$ cat src/rtl/lottery_input.sv
`default_nettype none
// ============================================================================
// lottery_input : synchronizes and debounces the ticket keys, collects 5 digits
// Revision 1.0
// ============================================================================
module lottery_input #(
    parameter int DEBOUNCE_CYCLES = 4
) (
    input  logic       clk,
    input  logic       reset,
    input  logic [3:0] sw,
    input  logic       key_insert,
    input  logic       key_finish,
    output logic [3:0] num,
    output logic       insert,
    output logic       finish,
    output logic [2:0] count,
    output logic       err
);

    localparam int          KEYS       = 2;
    localparam int          KEY_INS    = 0;
    localparam int          KEY_FIN    = 1;
    localparam logic [15:0] CNT_MAX    = 16'(DEBOUNCE_CYCLES - 1);
    localparam logic [2:0]  COUNT_FULL = 3'd5;
    localparam logic [3:0]  DIGIT_MAX  = 4'd9;

    localparam logic [0:0]  ST_COLLECT = 1'b0;
    localparam logic [0:0]  ST_FULL    = 1'b1;

    logic [3:0]      sw_meta_q;
    logic [3:0]      sw_sync_q;
    logic [KEYS-1:0] key_meta_q;
    logic [KEYS-1:0] key_sync_q;
    logic [KEYS-1:0] keys_raw;
    logic [KEYS-1:0] press_ev;

    assign keys_raw = {key_finish, key_insert};

    always_ff @(posedge clk) begin
        if (reset) begin
            sw_meta_q  <= '0;
            sw_sync_q  <= '0;
            key_meta_q <= '0;
            key_sync_q <= '0;
        end else begin
            sw_meta_q  <= sw;
            sw_sync_q  <= sw_meta_q;
            key_meta_q <= keys_raw;
            key_sync_q <= key_meta_q;
        end
    end

    // The press pulse is taken from the registered level so that every key
    // event reaches the outputs a fixed 2 + DEBOUNCE_CYCLES + 1 edges late.
    generate
        for (genvar k = 0; k < KEYS; k++) begin : g_debounce
            logic [15:0] cnt_q;
            logic        level_q;
            logic        level_prev_q;
            logic        press_q;

            always_ff @(posedge clk) begin
                if (reset) begin
                    cnt_q        <= '0;
                    level_q      <= 1'b0;
                    level_prev_q <= 1'b0;
                    press_q      <= 1'b0;
                end else begin
                    level_prev_q <= level_q;
                    press_q      <= level_q & ~level_prev_q;
                    if (key_sync_q[k] == level_q) begin
                        cnt_q <= '0;
                    end else if (cnt_q == CNT_MAX) begin
                        cnt_q   <= '0;
                        level_q <= ~level_q;
                    end else begin
                        cnt_q <= cnt_q + 16'd1;
                    end
                end
            end

            assign press_ev[k] = press_q;
        end
    endgenerate

    logic [0:0] state_q, state_d;
    logic [2:0] count_q, count_d;
    logic [3:0] num_q, num_d;
    logic       insert_q, insert_d;
    logic       finish_q, finish_d;
    logic       err_q, err_d;

    // A finish event takes priority; a coincident insert event is dropped.
    always_comb begin
        state_d  = state_q;
        count_d  = count_q;
        num_d    = num_q;
        insert_d = 1'b0;
        finish_d = 1'b0;
        err_d    = 1'b0;
        if (press_ev[KEY_FIN]) begin
            if (state_q == ST_FULL) begin
                finish_d = 1'b1;
                count_d  = '0;
                state_d  = ST_COLLECT;
            end else begin
                err_d = 1'b1;
            end
        end else if (press_ev[KEY_INS]) begin
            if (state_q == ST_FULL || sw_sync_q > DIGIT_MAX) begin
                err_d = 1'b1;
            end else begin
                insert_d = 1'b1;
                num_d    = sw_sync_q;
                count_d  = count_q + 3'd1;
                if (count_q + 3'd1 == COUNT_FULL) begin
                    state_d = ST_FULL;
                end
            end
        end
    end

    always_ff @(posedge clk) begin
        if (reset) begin
            state_q  <= ST_COLLECT;
            count_q  <= '0;
            num_q    <= '0;
            insert_q <= 1'b0;
            finish_q <= 1'b0;
            err_q    <= 1'b0;
        end else begin
            state_q  <= state_d;
            count_q  <= count_d;
            num_q    <= num_d;
            insert_q <= insert_d;
            finish_q <= finish_d;
            err_q    <= err_d;
        end
    end

    assign num    = num_q;
    assign insert = insert_q;
    assign finish = finish_q;
    assign count  = count_q;
    assign err    = err_q;

endmodule
`default_nettype wire

$ cat config.mk
export PLATFORM = sky130hd
export DESIGN_NAME = lottery_input
export DESIGN_NICKNAME = d
export VERILOG_FILES = /design/src/rtl/lottery_input.sv
export SDC_FILE = /design/constraint.sdc
export NUM_CORES = 1
export LEC_CHECK = 0
export ABC_AREA = 1
export CAP_MARGIN = 0
export CELL_PAD_IN_SITES_DETAIL_PLACEMENT = 0
export CELL_PAD_IN_SITES_GLOBAL_PLACEMENT = 1
export CORE_ASPECT_RATIO = 0.5
export CORE_MARGIN = 4
export CORE_UTILIZATION = 35
export CTS_CLUSTER_DIAMETER = 200
export DETAILED_ROUTE_END_ITERATION = 10
export HOLD_SLACK_MARGIN = 0.02
export PLACE_DENSITY = 0.73
export SETUP_SLACK_MARGIN = 0.2
export SYNTH_ARGS = -nofsm -noshare
export SYNTH_HDL_FRONTEND = slang
export SYNTH_SLANG_ARGS = --single-unit
$ cat constraint.sdc
create_clock -name clk -period 1.2 [get_ports clk]
set_input_delay 0.18 -clock clk [delete_from_list [all_inputs] [get_ports clk]]
set_output_delay 0.18 -clock clk [all_outputs]
set_load 0.03 [all_outputs]
==> impl_results.md <==
* WL met2 at 3110 microns
* DRT Pass-1 Iters at 4
* Final hold viol count at 0
* Crit Path Class: register to register
* Crit path from: g_debounce[0].cnt_q[0]$_SDFF_PP0_
* Synthesis Warnings at 0
* Vias/cell at 4.51
* Hold path depth at 1
* Residual DRC at 0
* Nets at 472
* Die width at 135 microns
* Slew @ Worst Pin at 251 ps
* Root buffer cell: clkbuf_16
* Initial antenna violation count at 0
* Relative slew slack at 83.2%
* Net Count, Synth at 395
* Sequential area share after synthesis at 43.5%
* Mapped Area at 2810 sq um
* Static leakage at 1.69 nW
* Post-Route WL at 6420 microns
* Failing checks: setup timing
* RR Startpoint: g_debounce[0].cnt_q[0]$_SDFF_PP0_
* WHS Endpoint: g_debounce[1].press_q$_SDFF_PP0_
* Clock transition at path regs at 50 ps
* RSZ-0062 raised after global routing: yes
* Fin crit share at 101%
* Dpl hpwl at 4400 microns
* Sequential Power Share at 45.3%
* Die Y at 71.3 microns
* Min-delay src: g_debounce[1].level_prev_q$_SDFF_PP0_
* TritonCTS clock tree: built
* Cts hold-fix bufs at 0
* Synth Area per Inst at 7.33 sq um
* Routability cong. at 0.848
* ANT cells at 0
* CP Launch Type: register
* Setup TNS at -11.7 ps
* Fmax at 0.825 GHz
* Arrival time at the worst endpoint at 1420 ps
* Mapped Cells at 383
* Hold Crit Class: register to register
* Final Slew Violations at 0
* PortBufs at 17
* Largest net degree at the start of global routing at 26
* Number of placement rows at 22
* Drt wl/cell at 11.2 microns
* GRT Util Overall at 14.1%
* Congestion Overflow GR at 0
* PwrDens at 1060 nW/um^2
* Sink Count at 61
* CTS max path bufs at 2
* Switch share at 20.6%
* IR drop worst, VDD at 0.756 mV
* Critical path required time at 1410 ps
* Psw at 0.932 mW
* Final worst setup slack at -11.7 ps
* Reg2reg end: g_debounce[0].cnt_q[6]$_SDFF_PP0_
* Reg2Reg Depth at 6
* Ports at 18
* H-tree Lvls at 3
* Core area at 7570 sq um
* Min Tclk post-route at 1210 ps
* Layout cells sized above 1 at 44.1%
* Vias at 2,584
* Pint at 3.59 mW
* Met3 WL post-DR at 172 microns
* Pwr Total at 4.52 mW
* First-pass GRT wire length at 11,000 microns
* Clock Power Share at 52.1%
* DRT iter0 DRCs at 84
* Clock Latency Late Sink at 320 ps
* Total of max-cap violations at 0
* Part of the power in combinational logic at 2.6%
* Vias in the first global route at 2,453
* Setup-failing EPs final at 1
* Reg2reg setup slack at -10 ps
* Outcome: finished, violations left
* Seq cells post-synth at 61
* Full die area at 9610 sq um
* Num CTS Buffers at 9
* Synth area leaders: dfxtp_1, nand2_1, nor2_1, inv_1, nand3_1
* Layout Skew at 4.96 ps
* Initial core utilization at 37.1%
* Largest area contributor in the netlist: dfxtp_1
* Highest Signal Layer: met4
* Post-synth cell types at 26
* Top-area cell type share of the netlist area at 43.5%
* Final antenna-violating net count at 0
* Worst setup EP type: register
* P&R area growth vs syn at 51.3%
* Max FO, Critical Path at 8
* Met1 WL at 3050 microns
timing repair:
item,CTS,global route
pin swaps,29,41
endpoints found under the setup margin,50,48
resized for setup,88,67
buffers inserted,8,5
gates cloned,2,0
cell type report:
class                           count  area, sq um
Timing Repair Buffer               70          638
Clock inverter                      4         22.5
Sequential cell                    61         1270
Tap cell                          108          135
Clock buffer                       12          256
Multi-Input combinational cell    258         1700
Fill cell                         714         3320
Inverter                           60          230
cells in the mapped netlist (all sizes together):
library cell  count
nand2            81
nor2             80
dfxtp            61
inv              60
nand3            31
a21oi            24
nand4            14
xor2              7
xnor2             5
ha                4
o21ai             4
buf               3
nor3              3
clkbuf            2
nand3b            2
a22oi             1
or2               1
power by group through the flow:
stage	sequential, mW	combinational (mW)	clock (mW)
global placement	2.10	0.0964	0
CTS	2.05	0.111	2.44
detailed placement	2.10	0.0984	0
finish	2.05	0.116	2.36
floorplan	2.10	0.0571	0
global route	2.05	0.129	2.51
worst max-delay path by stage:
stage / to / slack [ps] / cells past startpoint
after floorplan: g_debounce[1].cnt_q[0]$_SDFF_PP0_ / 50 / 7
after global placement: g_debounce[0].cnt_q[13]$_SDFF_PP0_ / -210 / 6
after detailed placement: g_debounce[0].cnt_q[13]$_SDFF_PP0_ / -250 / 6
after CTS: g_debounce[1].cnt_q[14]$_SDFF_PP0_ / 10 / 7
after global routing: g_debounce[0].cnt_q[10]$_SDFF_PP0_ / -100 / 6
final: g_debounce[0].cnt_q[6]$_SDFF_PP0_ / -10 / 6
flip-flops by register name (all words and copies together), names as in the netlist:
register	flops
g_debounce.level_q	2
count	3
g_debounce.level_prev_q	2
insert	1
key_sync_q	2
sw_sync_q	4
state_q	1
err	1
g_debounce.press_q	2
g_debounce.cnt_q	32
num	4
sw_meta_q	4
key_meta_q	2
finish	1
per-stage QoR:
step           utilization [%]  hold slack (ps)  setup WS (ps)  cells  cell area, sq um
5_1_grt                   56.1              376          -95.6    573              4250
4_1_cts                   52.9              364           14.1    568              4000
6_report                  56.1              375          -11.7    573              4250
3_3_place_gp              45.3              380           -214    542              3430
3_5_place_dp              45.3              380           -254    542              3430
2_1_floorplan                -              287           53.5    383              2890
placed cells by master, fill, tap and decap left out, types with 12 or more instances in the layout:
cell,n
inv_1,52
nand3_1,15
nand2_2,12
nor2_4,17
nand2_1,66
nand4_1,14
dfxtp_2,21
a21oi_2,16
nor2_1,46
buf_4,41
nor2_2,17
buf_6,20
dfxtp_1,35
layer usage:
layer / GRT usage (%) / vias up
met5: 0 / -
met4: 4.51 / 0
met3: 4.42 / 7
met2: 23.3 / 24
met1: 17.8 / 1204
li1: - / 1349
critical path: stages (launching register included):
cell and delay (ps):
dfxtp_2 350, ha_4 170, nand2_4 60, nor2_4 240, buf_6 140, xnor2_2 90, nor2_1 50
kinds of logic after synthesis:
| group | synth area share, % |
|---|---|
| fa+ha+maj | 1.78 |
| flops | 43.5 |
| compound gates | 6.60 |
| simple gates | 34.7 |
| buf+inv | 9.67 |
| xor+xnor | 3.74 |
Note: power is estimated with default switching activity, not from simulation.
